===== src/rtl/regfile_writeback_arbiter.sv =====
// ---------------------------------------------------------------------------
// regfile_writeback_arbiter
//
// Merges two producers of register-file writes onto a single write port:
//   - the ALU, which has priority and writes one cycle after its handshake;
//   - the load unit, whose results are buffered in a small FIFO and drained
//     whenever the ALU leaves the write port idle.
// A starvation counter guarantees forward progress for loads: once the
// FIFO head has lost STARVE_LIMIT arbitrations in a row, the ALU is stalled
// (alu_ready = 0) for one cycle and the head is written instead.
// Writes to x0 are never issued: an ALU x0 result is accepted and dropped
// (the FIFO head gets the slot), and a load x0 result is accepted but not
// queued.
//
// Handshake semantics (both sources): a transfer happens at a rising clk
// edge where valid && ready. ready never depends on valid of the same
// source; a producer may hold valid with stable payload until it sees ready.
//
// Ports:
//   clk, rst                 clock, synchronous active-high reset
//   alu_valid/rd/data        ALU result offer
//   alu_ready                ALU result accepted (combinational)
//   ld_valid/rd/data         load result offer
//   ld_ready                 load result accepted (combinational)
//   write_enable/addr/data   registered register-file write port
//   ld_count                 registered FIFO occupancy (0..DEPTH)
// ---------------------------------------------------------------------------
module regfile_writeback_arbiter #(
  parameter int DEPTH        = 4,
  parameter int STARVE_LIMIT = 4
) (
  input  logic                     clk,
  input  logic                     rst,
  input  logic                     alu_valid,
  input  logic [4:0]               alu_rd,
  input  logic [31:0]              alu_data,
  output logic                     alu_ready,
  input  logic                     ld_valid,
  input  logic [4:0]               ld_rd,
  input  logic [31:0]              ld_data,
  output logic                     ld_ready,
  output logic                     write_enable,
  output logic [4:0]               write_addr,
  output logic [31:0]              write_data,
  output logic [$clog2(DEPTH):0]   ld_count
);

  localparam int AW = $clog2(DEPTH);
  localparam int CW = AW + 1;
  localparam logic [CW-1:0] FULL_COUNT = CW'(DEPTH);
  localparam logic [3:0]    LIMIT      = 4'(STARVE_LIMIT);

  // Each FIFO entry is {rd, data}.
  logic [36:0]   fifo_mem [DEPTH];
  logic [AW-1:0] rd_ptr;
  logic [AW-1:0] wr_ptr;
  logic [3:0]    starve_cnt;

  logic        fifo_empty;
  logic        fifo_full;
  logic        force_ld;
  logic        push;
  logic        pop;
  logic        alu_win;
  logic [36:0] head;

  assign fifo_empty = (ld_count == '0);
  assign fifo_full  = (ld_count == FULL_COUNT);
  assign head       = fifo_mem[rd_ptr];

  // The head has waited long enough: it takes the port and the ALU stalls.
  assign force_ld = (starve_cnt == LIMIT) && !fifo_empty;

  // Both readies are forced high during reset; the handshakes they would
  // complete are ignored because push/pop/alu_win are gated by rst.
  assign alu_ready = rst | !force_ld;

  // Fullness is judged on the occupancy at the start of the cycle, so a
  // same-cycle pop never makes room for a push while full.
  assign ld_ready = rst | !fifo_full;

  // A load to x0 completes its handshake but is not stored.
  assign push = !rst && ld_valid && !fifo_full && (ld_rd != 5'd0);

  // Winner selection. An ALU x0 result is accepted and dropped; the write
  // slot it would have used is handed to the FIFO head.
  always_comb begin
    pop     = 1'b0;
    alu_win = 1'b0;
    if (!rst) begin
      if (force_ld) begin
        pop = 1'b1;
      end else if (alu_valid) begin
        if (alu_rd != 5'd0) begin
          alu_win = 1'b1;
        end else if (!fifo_empty) begin
          pop = 1'b1;
        end
      end else if (!fifo_empty) begin
        pop = 1'b1;
      end
    end
  end

  // FIFO storage carries no reset; validity is tracked by the pointers
  // and ld_count alone.
  always_ff @(posedge clk) begin
    if (push) begin
      fifo_mem[wr_ptr] <= {ld_rd, ld_data};
    end
  end

  // Pointers, occupancy and starvation counter. Pointers are AW bits wide
  // and DEPTH is a power of two, so they wrap modulo DEPTH on their own.
  always_ff @(posedge clk) begin
    if (rst) begin
      rd_ptr     <= '0;
      wr_ptr     <= '0;
      ld_count   <= '0;
      starve_cnt <= '0;
    end else begin
      if (push) begin
        wr_ptr <= wr_ptr + AW'(1);
      end
      if (pop) begin
        rd_ptr <= rd_ptr + AW'(1);
      end
      case ({push, pop})
        2'b10:   ld_count <= ld_count + CW'(1);
        2'b01:   ld_count <= ld_count - CW'(1);
        default: ld_count <= ld_count;
      endcase
      // Counts cycles the current head sat in the FIFO without being
      // written; a fresh push into an empty FIFO starts from zero.
      if (fifo_empty || pop) begin
        starve_cnt <= '0;
      end else if (starve_cnt != LIMIT) begin
        starve_cnt <= starve_cnt + 4'd1;
      end
    end
  end

  // Registered write port. Address and data hold when no write is issued.
  always_ff @(posedge clk) begin
    if (rst) begin
      write_enable <= 1'b0;
      write_addr   <= 5'd0;
      write_data   <= 32'd0;
    end else if (alu_win) begin
      write_enable <= 1'b1;
      write_addr   <= alu_rd;
      write_data   <= alu_data;
    end else if (pop) begin
      write_enable <= 1'b1;
      write_addr   <= head[36:32];
      write_data   <= head[31:0];
    end else begin
      write_enable <= 1'b0;
    end
  end

endmodule


===== config.mk =====
export PLATFORM = sky130hd
export DESIGN_NAME = regfile_writeback_arbiter
export DESIGN_NICKNAME = d
export VERILOG_FILES = /design/src/rtl/regfile_writeback_arbiter.sv
export SDC_FILE = /design/constraint.sdc
export NUM_CORES = 1
export LEC_CHECK = 0
export ABC_CLOCK_PERIOD_IN_PS = 3600
export CAP_MARGIN = 25
export CELL_PAD_IN_SITES_DETAIL_PLACEMENT = 2
export CELL_PAD_IN_SITES_GLOBAL_PLACEMENT = 2
export CORE_MARGIN = 2
export CORE_UTILIZATION = 45
export DETAILED_ROUTE_END_ITERATION = 10
export DONT_BUFFER_PORTS = 1
export GPL_ROUTABILITY_DRIVEN = 1
export PLACE_DENSITY_LB_ADDON = 0.1
export SETUP_SLACK_MARGIN = 0.1
export SYNTH_ARGS = -nofsm -noshare
export SYNTH_HDL_FRONTEND = slang
export SYNTH_SLANG_ARGS = --single-unit

===== constraint.sdc =====
create_clock -name clk -period 3.6 [get_ports clk]
set_input_delay 1.08 -clock clk [delete_from_list [all_inputs] [get_ports clk]]
set_output_delay 1.08 -clock clk [all_outputs]
set_load 0.02 [all_outputs]

==> results of run 1 <==
## metrics by stage
stage	util [%]	std cells
4_1_cts	51.2	733
2_1_floorplan	-	500
6_report	51.2	733
3_3_place_gp	47.7	700
5_1_grt	51.2	733
3_5_place_dp	47.9	701
## Yosys cell counts, drive strengths merged, types with 5 or more instances
master  count
edfxtp    148
nor3        7
a32oi      32
clkbuf     17
mux4       37
and2        5
nor2       13
nand3       7
a311oi      5
inv        43
a221oi     32
dfxtp      51
o21ai      40
buf        24
ha          7
a21oi       5
## layout make-up
cell class                 instances  area, um^2  share of cell area (%)
tap                              225         282                    3.16
clock inverter                    14         144                    1.61
sequential                       199        5470                    61.3
timing repair buffer              17         203                    2.27
multi-input combinational        217        2220                    24.9
inverter                          43         161                    1.81
clock buffer                      18         439                    4.92
## per-layer routing
layer / track usage, % / routed length, um / up-vias
met5: 0 / 0 / -
met4: 6.92 / 292 / 0
met3: 6.73 / 1280 / 19
met2: 38.8 / 10400 / 109
met1: 26.1 / 7990 / 2437
li1: - / - / 1984
## cell families (layout without fill, tap and decap cells)
kind of cell | after synthesis | in the layout | share of synthesized area [%]
XOR/XNOR | 4 | 4 | 0.435
adder cells (fa/ha/maj) | 8 | 8 | 1.34
AO/OA/AOI/OAI | 118 | 118 | 11.6
flip-flops | 199 | 199 | 67.9
AND/OR/NAND/NOR | 46 | 46 | 3.11
buffers and inverters | 84 | 92 | 4.75
multiplexers | 41 | 41 | 10.9
## worst max path at each step
stage / startpoint / to / slack, ns / cells past startpoint
after floorplan: alu_rd[1] / ld_count[2] / 0.20 / 12
after global placement: alu_rd[1] / ld_count[2] / 0.37 / 10
after detailed placement: alu_rd[1] / ld_count[2] / 0.31 / 10
after CTS: ld_count[2] / ld_ready / 0.66 / 2
after global routing: ld_count[2] / ld_ready / 0.61 / 2
final: ld_count[2] / ld_ready / 0.71 / 2
## power groups by stage
stage | clock, uW | combinational (uW) | sequential (uW)
5_1_grt | 2000 | 580 | 2740
3_3_place_gp | 0 | 507 | 2780
2_1_floorplan | 0 | 414 | 2750
4_1_cts | 1920 | 538 | 2730
3_5_place_dp | 0 | 537 | 2780
6_report | 1870 | 527 | 2730
## critical path, delay by kind of cell, from the launching register on
family | cells | cell delay, ns
flops | 1 | 0.56
simple gates | 2 | 0.82
## sequential cells by signal, indices dropped and copies added, names as in the netlist, named ones only
| name | flops |
|---|---|
| write_data | 32 |
| write_addr | 5 |
| write_enable | 1 |
| starve_cnt | 4 |
| wr_ptr | 2 |
| rd_ptr | 2 |
| ld_count | 3 |
| fifo_mem | 148 |
==> flow_metrics.py, run 1 <==
metrics = {
    "global_route": {
        "antenna_found_initial": 0,
        "grt_remaining_overflow": 0,
        "grt_pass1_wl_um": 29900,
        "track_usage_pct": 22.1,
        "grt_pass1_vias": 5008,
        "grt_max_degree": 54,
    },
    "sta": {
        "slew_headroom_pct": 49.1,
        "setup_viol": 0,
        "worst_slew_pin_slew_ns": 0.764,
        "timing.final.crit_share_pct": 80.3,
        "rsz0062_at_grt": "false",
        "finalHoldViolCount": 0,
        "fmax_mhz": 346,
        "whs_ns": 0.472,
        "period_minus_slack_ns": 2.89,
        "finClkSkew_ns": 0.0109,
        "slew_viol_final": 0,
        "fin_ws_ns": 0.708,
        "setup_tns_ns": 0,
    },
    "layout": {
        "area.growth.synth_to_final_pct": 10.8,
        "num-nets-final": 581,
        "final_cell_mix": "edfxtp_1 (148), dfxtp_1 (49), inv_1 (42)",
        "fillerInstances": 1552,
        "drive_gt1_share_pct": 21.7,
        "antenna-diode-count": 0,
        "final_common_cell": "edfxtp_1",
        "fin_area_mm2": 0.00892,
    },
    "yosys": {
        "synthTopCellsByArea": "edfxtp_1 (55%), dfxtp_1 (13%), mux4_2 (10%)",
        "synth_ff_type": "edfxtp_1",
        "synth-seq-cells": 199,
        "synth_cell_types": 47,
        "synthCells": 500,
        "synth_area_leader_cell": "edfxtp_1",
        "ys_async_sr_fraction_pct": 0,
        "syn_area_per_cell_um2": 16.1,
        "synth_edf_count": 148,
        "ys_seq_area_share_pct": 67.9,
        "yosysWarnings": 0,
        "netlist.area_leader.share_pct": 55.2,
        "synth.cell_area_mm2": 0.00805,
        "synth_nets": 586,
    },
    "min_path": {
        "min_to": "starve_cnt[0]",
        "min_from": "starve_cnt[0]",
        "holdPathStages": 1,
        "hold_class": "reg2reg",
    },
    "clocking": {
        "cts_tree": "built",
        "htreeDepth": 4,
        "clk_pin_slew_ns": 0.07,
        "cts_buffer_depth": 2,
        "cts_root_buf": "clkbuf_16",
        "postCtsSetupRepairBufs": 0,
        "cts_resized": 0,
        "worstSkewPairLatency_ns": 0.43,
        "clock-sinks": 199,
        "cts_buffers": 17,
        "hold_buffers": 0,
    },
    "power_and_ir_drop": {
        "total_power_uw": 5120,
        "clkPwrFrac_pct": 36.5,
        "switchingPower_uw": 1320,
        "p_int_uw": 3800,
        "p_leak_uw": 0.00281,
        "power_frac_comb_pct": 10.3,
        "seqPwrFrac_pct": 53.2,
        "switching_share_pct": 25.8,
        "powerDensity_mw_per_mm2": 575,
        "peakVddDrop_v": 0.000328,
    },
    "route": {
        "vias_per_cell": 6.21,
        "vias": 4549,
        "wl_per_cell_um": 27.3,
        "drt.antenna.violating_nets": 0,
        "wirelength_um": 20000,
        "drt_iter0_drc": 192,
        "drc_errors": 0,
        "dr.pass1.iters": 5,
    },
    "floorplan": {
        "die_h_um": 138,
        "fp.dieW_um": 138,
        "io_pins": 121,
        "initial_core_util_pct": 46.2,
        "dieArea_mm2": 0.0190,
        "rows": 48,
        "core-area_mm2": 0.0174,
    },
    "worst_setup_path": {
        "regToRegEndpoint": "ld_count[2]",
        "slowest_delay_ns": 0.56,
        "crit_path_max_fanout": 6,
        "critPathKind": "reg2out",
        "critPathCaptureType": "output port",
        "worstRegToRegCells": 9,
        "start_kind": "flip-flop",
        "worstPathRequired_ns": 2.52,
        "path_cells": "nor3b_1 > nand2b_1",
        "crit_arrival_ns": 1.81,
        "r2r_setup_slack_ns": 0.96,
        "timing.rr.start": "ld_count[2]",
        "slowest_stage": "dfxtp_1",
    },
    "place": {
        "placed_cell_area_mm2": 0.00834,
        "gp_congestion": 0.763,
        "dpl.hpwl_um": 12600,
        "preCtsSetupSlack_ns": 0.306,
        "port_buffers": 0,
    },
    "job": {
        "drv_cap": 0,
    },
    "status": {
        "status": "completed",
    },
}
(Power assumes the default switching activity.)
==> inputs of run 2 (changes only) <==
--- a/config.mk
+++ b/config.mk
@@ -5,12 +5,12 @@
 export SDC_FILE = /design/constraint.sdc
 export NUM_CORES = 1
 export LEC_CHECK = 0
-export ABC_CLOCK_PERIOD_IN_PS = 3600
+export ABC_CLOCK_PERIOD_IN_PS = 2400
 export CAP_MARGIN = 25
 export CELL_PAD_IN_SITES_DETAIL_PLACEMENT = 2
 export CELL_PAD_IN_SITES_GLOBAL_PLACEMENT = 2
 export CORE_MARGIN = 2
-export CORE_UTILIZATION = 45
+export CORE_UTILIZATION = 41
 export DETAILED_ROUTE_END_ITERATION = 10
 export DONT_BUFFER_PORTS = 1
 export GPL_ROUTABILITY_DRIVEN = 1
==> constraint.sdc (replaced) <==
create_clock -name clk -period 2.4 [get_ports clk]
set_input_delay 0.72 -clock clk [delete_from_list [all_inputs] [get_ports clk]]
set_output_delay 0.72 -clock clk [all_outputs]
set_load 0.02 [all_outputs]
==> run 2 against run 1 <==
  * Hold slack got worse by 0.12 ns
  * Global-route usage decreased by 1.5 points
  * Register-to-register slack got worse by 0.80 ns
  * Routed wire length increased by 2.2%
  * First-iteration DRC count increased by 21%
==> flow_metrics.py, run 2 (synthesis gave the netlist of run 1 again) <==
metrics = {
    "route": {
        "wl_per_cell_um": 25.8,
        "drt_iter0_drc": 233,
        "drc_errors": 0,
        "vias": 4610,
        "drt.antenna.violating_nets": 0,
        "vias_per_cell": 5.84,
        "wirelength_um": 20400,
        "dr.pass1.iters": 4,
    },
    "min_path": {
        "min_from": "rst",
        "min_to": "ld_count[0]",
        "holdPathStages": 1,
        "hold_class": "in2reg",
    },
    "clocking": {
        "clk_pin_slew_ns": 0.07,
        "hold_buffers": 0,
        "cts_root_buf": "clkbuf_16",
        "htreeDepth": 4,
        "clock-sinks": 199,
        "cts_tree": "built",
        "cts_buffer_depth": 2,
        "cts_buffers": 17,
        "worstSkewPairLatency_ns": 0.43,
    },
    "power_and_ir_drop": {
        "total_power_uw": 7790,
        "p_leak_uw": 0.00295,
        "peakVddDrop_v": 0.000558,
        "powerDensity_mw_per_mm2": 844,
    },
    "sta": {
        "slew_headroom_pct": 69.1,
        "worst_slew_pin_slew_ns": 0.463,
        "fmax_mhz": 425,
        "period_minus_slack_ns": 2.35,
        "whs_ns": 0.354,
        "finClkSkew_ns": 0.0108,
        "slew_viol_final": 0,
        "rsz0062_at_grt": "true",
        "finalHoldViolCount": 0,
        "setup_viol": 0,
        "timing.final.crit_share_pct": 98.1,
    },
    "job": {
        "drv_cap": 0,
    },
    "floorplan": {
        "io_pins": 121,
        "fp.dieW_um": 144,
        "core-area_mm2": 0.0194,
        "dieArea_mm2": 0.0208,
        "rows": 51,
        "initial_core_util_pct": 41.5,
        "die_h_um": 144,
    },
    "global_route": {
        "use_met3_pct": 6.39,
        "grt_pass1_wl_um": 30900,
        "grt_remaining_overflow": 0,
        "met2_usage_pct": 34.8,
        "busiest_layer": "met2",
        "track_usage_pct": 20.6,
        "grt_max_degree": 54,
        "antenna_found_initial": 0,
        "grt_pass1_vias": 4975,
        "grt_use_met1_pct": 25.6,
    },
    "worst_setup_path": {
        "r2r_setup_slack_ns": 0.16,
        "crit_arrival_ns": 2.72,
        "critPathKind": "in2reg",
        "worstRegToRegCells": 7,
        "worstPathRequired_ns": 2.76,
        "critPathCaptureType": "flip-flop",
        "timing.rr.start": "ld_count[2]",
        "regToRegEndpoint": "write_data[7]",
        "start_kind": "input port",
        "crit_path_max_fanout": 2,
    },
    "layout": {
        "area.growth.synth_to_final_pct": 14.6,
        "drive_gt1_share_pct": 25.9,
        "largest_reg_flops": 148,
        "num-nets-final": 598,
        "regMostFlops": "fifo_mem",
        "top_regs": "fifo_mem (148), write_data (32), write_addr (5)",
        "fin_area_mm2": 0.00923,
        "final_common_cell": "edfxtp_1",
        "final_cell_mix": "edfxtp_1 (148), dfxtp_1 (47), inv_1 (41)",
        "antenna-diode-count": 0,
    },
    "place": {
        "gp_congestion": 0.739,
        "dpl.hpwl_um": 13000,
        "placed_cell_area_mm2": 0.00860,
        "port_buffers": 0,
    },
    "status": {
        "status": "completed",
    },
}
==> run 2: layout make-up <==
cell class | instances | area (um^2)
Sequential cell | 199 | 5470
Multi-Input combinational cell | 217 | 2250
Tap cell | 265 | 332
Clock buffer | 19 | 454
Clock inverter | 13 | 139
Fill cell | 1792 | 10200
Inverter | 43 | 161
Timing Repair Buffer | 34 | 418
==> run 2: where the power goes <==
group	leakage, uW	internal (uW)	switching [uW]
clock network	0.000287	1530	1320
registers	0.00177	3860	222
logic	0.000901	389	460
total	0.00295	5780	2010
==> run 2: worst max path at each step <==
stage / start / endpoint / slack (ns)
floorplan: alu_rd[4] / ld_count[2] / -0.62
finish: alu_rd[4] / ld_count[2] / 0.05
CTS: alu_rd[4] / ld_count[2] / 0.05
global placement: alu_rd[4] / ld_count[2] / -0.41
global route: alu_rd[4] / ld_count[2] / -0.03
detailed placement: alu_rd[4] / ld_count[2] / -0.47
==> run 2: metal layers <==
layer / up-vias / part of all wire [%] / wire length, um
met5: - / 0 / 0
met4: 0 / 1.6 / 325
met3: 21 / 6.4 / 1310
met2: 111 / 51 / 10300
met1: 2459 / 41 / 8460
li1: 2019 / - / -
==> run 2: worst max-delay path, cell delays in order <==
cell	delay (ns)
or4_4	0.54
o21ai_4	0.15
nor2_2	0.06
nor2_1	0.09
ha_2	0.19
inv_2	0.04
fa_2	0.34
xor2_1	0.16
or3_1	0.30
a21oi_1	0.11
==> run 2: timing repair <==
item                                    CTS  global route
endpoints found under the setup margin    2            31
buffers inserted                          1             1
pin swaps                                 3             0
resized for setup                         2             6
==> run 2: per-stage QoR <==
step	worst slack [ns]	util (%)	instances	setup TNS [ns]
CTS	0.0482	47.4	789	0
floorplan	-0.616	-	500	-1.17
global placement	-0.405	44.3	756	-0.989
detailed placement	-0.474	44.3	756	-2.00
global route	-0.0316	47.6	790	-0.0316
finish	0.0460	47.6	790	0
==> inputs of run 3 (changes only) <==
--- a/config.mk
+++ b/config.mk
@@ -15,7 +15,9 @@
 export DONT_BUFFER_PORTS = 1
 export GPL_ROUTABILITY_DRIVEN = 1
 export PLACE_DENSITY_LB_ADDON = 0.1
+export RECOVER_POWER = 100
 export SETUP_SLACK_MARGIN = 0.1
+export SKIP_LAST_GASP = 1
 export SYNTH_ARGS = -nofsm -noshare
 export SYNTH_HDL_FRONTEND = slang
 export SYNTH_SLANG_ARGS = --single-unit
==> run 3 against run 2 <==
  * Sequential share of layout area barely moved
  * Clock skew shrank 0.0015 ns
  * Hold slack is essentially flat
  * Flip-flop and latch count unchanged
  * Highest routed layer unchanged
  * Worst setup slack better by 0.0016 ns
  * Combinational power is essentially flat
  * Die area is the same
==> flow_metrics.py, run 3 (synthesis gave the netlist of run 1 again) <==
metrics = {
    "global_route": {
        "grt_max_degree": 54,
        "grt_pass1_vias": 4975,
        "grt_remaining_overflow": 0,
        "track_usage_pct": 20.6,
        "antenna_found_initial": 0,
        "grt_pass1_wl_um": 30900,
    },
    "sta": {
        "setup_viol": 0,
        "setup_tns_ns": 0,
        "slew_headroom_pct": 69.2,
        "finalHoldViolCount": 0,
        "finClkSkew_ns": 0.00937,
        "fin_ws_ns": 0.0476,
        "timing.final.crit_share_pct": 98.0,
        "period_minus_slack_ns": 2.35,
        "fmax_mhz": 425,
        "rsz0062_at_grt": "true",
        "worst_slew_pin_slew_ns": 0.462,
        "slew_viol_final": 0,
    },
    "floorplan": {
        "die_h_um": 144,
        "core-area_mm2": 0.0194,
        "io_pins": 121,
        "fp.dieW_um": 144,
        "dieArea_mm2": 0.0208,
        "initial_core_util_pct": 41.5,
        "rows": 51,
    },
    "route": {
        "wirelength_um": 20400,
        "drt.antenna.violating_nets": 0,
        "vias": 4607,
        "drc_errors": 0,
        "drt_iter0_drc": 217,
        "dr.pass1.iters": 4,
        "vias_per_cell": 5.83,
        "wl_per_cell_um": 25.8,
    },
    "worst_setup_path": {
        "cp_num_buf_inv": 1,
        "critPathCaptureType": "flip-flop",
        "crit_family": "simple AND/OR/NAND/NOR gates",
        "slowest_delay_ns": 0.54,
        "startpoint": "alu_rd[4]",
        "slowest_stage": "or4_4",
        "timing.rr.start": "ld_count[2]",
        "critPathKind": "in2reg",
        "start_kind": "input port",
        "crit_arrival_ns": 2.72,
        "path_cells": "or4_4 > o21ai_4 > nor2_2 > nor2_1 > ha_2 > inv_2 > fa_2 > xor2_1 > or3_1 > a21oi_1",
        "crit_path_max_fanout": 2,
        "worstPathRequired_ns": 2.76,
    },
    "clocking": {
        "cts_root_buf": "clkbuf_16",
        "cts_tree": "built",
        "clock-sinks": 199,
        "worstSkewPairLatency_ns": 0.43,
        "cts_buffers": 17,
        "cts_buffer_depth": 2,
        "htreeDepth": 4,
        "clk_pin_slew_ns": 0.07,
    },
    "place": {
        "dp_cells": 756,
        "dpl.hpwl_um": 13000,
        "gp_congestion": 0.739,
        "preCtsSetupSlack_ns": -0.474,
        "port_buffers": 0,
    },
    "layout": {
        "top_regs": "fifo_mem (148), write_data (32), write_addr (5)",
        "instances_no_fill": 790,
        "antenna-diode-count": 0,
        "regMostFlops": "fifo_mem",
        "final_cell_mix": "edfxtp_1 (148), dfxtp_1 (47), inv_1 (41)",
        "area.growth.synth_to_final_pct": 14.5,
        "num-nets-final": 598,
        "largest_reg_flops": 148,
        "final_common_cell": "edfxtp_1",
        "drive_gt1_share_pct": 25.5,
    },
    "power_and_ir_drop": {
        "powerDensity_mw_per_mm2": 845,
        "peakVddDrop_v": 0.000555,
        "p_leak_uw": 0.00295,
    },
    "job": {
        "drv_cap": 0,
    },
    "status": {
        "status": "completed",
    },
    "min_path": {
        "hold_class": "in2reg",
        "min_from": "rst",
    },
}
-- run 3: cell types whose count changed in the layout (fill, tap and decap cells not counted) --
| cell | previous run | this run |
|---|---|---|
| nor3_2 | 1 | 0 |
| o21a_2 | 1 | 0 |
| nor3_1 | 6 | 7 |
| o21a_1 | 0 | 1 |
-- run 3: where the power goes --
part	leakage, uW	total, uW	switching [uW]	internal [uW]
registers	0.00177	4080	221	3860
clock network	0.000287	2850	1320	1530
logic	0.000899	849	461	388
-- run 3: metal layers --
layer	wire [um]	vias up	GRT usage (%)
li1	-	2019	-
met1	8490	2463	25.6
met2	10300	103	34.8
met3	1250	22	6.39
met4	328	0	6.49
met5	0	-	0
-- run 3: worst reg2reg max path: stages (launching register included) --
cell      delay [ns]
dfxtp_1         0.34
buf_4           0.17
or3_4           0.43
nand2b_2        0.10
buf_4           0.41
and2_2          0.30
buf_12          0.23
a221oi_1        0.14
-- run 3: path summary, 6_finish.rpt --
kind         slack, ns             to  cells past startpoint
min               0.35    ld_count[0]                      1
min reg2reg       0.53    ld_count[2]                      2
max               0.05    ld_count[2]                     10
max reg2reg       0.16  write_data[7]                      7
-- run 3: what timing repair did --
action | 4_1_cts | 5_1_grt
pin swaps | 3 | 0
resized for setup | 2 | 6
hold buffers | 0 | 0
setup buffers | 1 | 1
endpoints found under the setup margin | 2 | 31
-- run 3: through the flow --
stage	utilization (%)	area (um^2)	hold slack (ns)	power [uW]
3_3_place_gp	44.3	8600	0.445	4990
3_5_place_dp	44.3	8600	0.480	5020
2_1_floorplan	-	8080	0.430	4750
6_report	47.5	9220	0.354	7790
5_1_grt	47.5	9220	0.337	8070
4_1_cts	47.4	9200	0.336	7880
-- run 3: layout make-up --
type | count | area, um^2
fill | 1794 | 10200
clock inverter | 13 | 139
clock buffer | 19 | 454
tap | 265 | 332
multi-input combinational | 217 | 2240
timing repair buffer | 34 | 418
sequential | 199 | 5470
inverter | 43 | 161
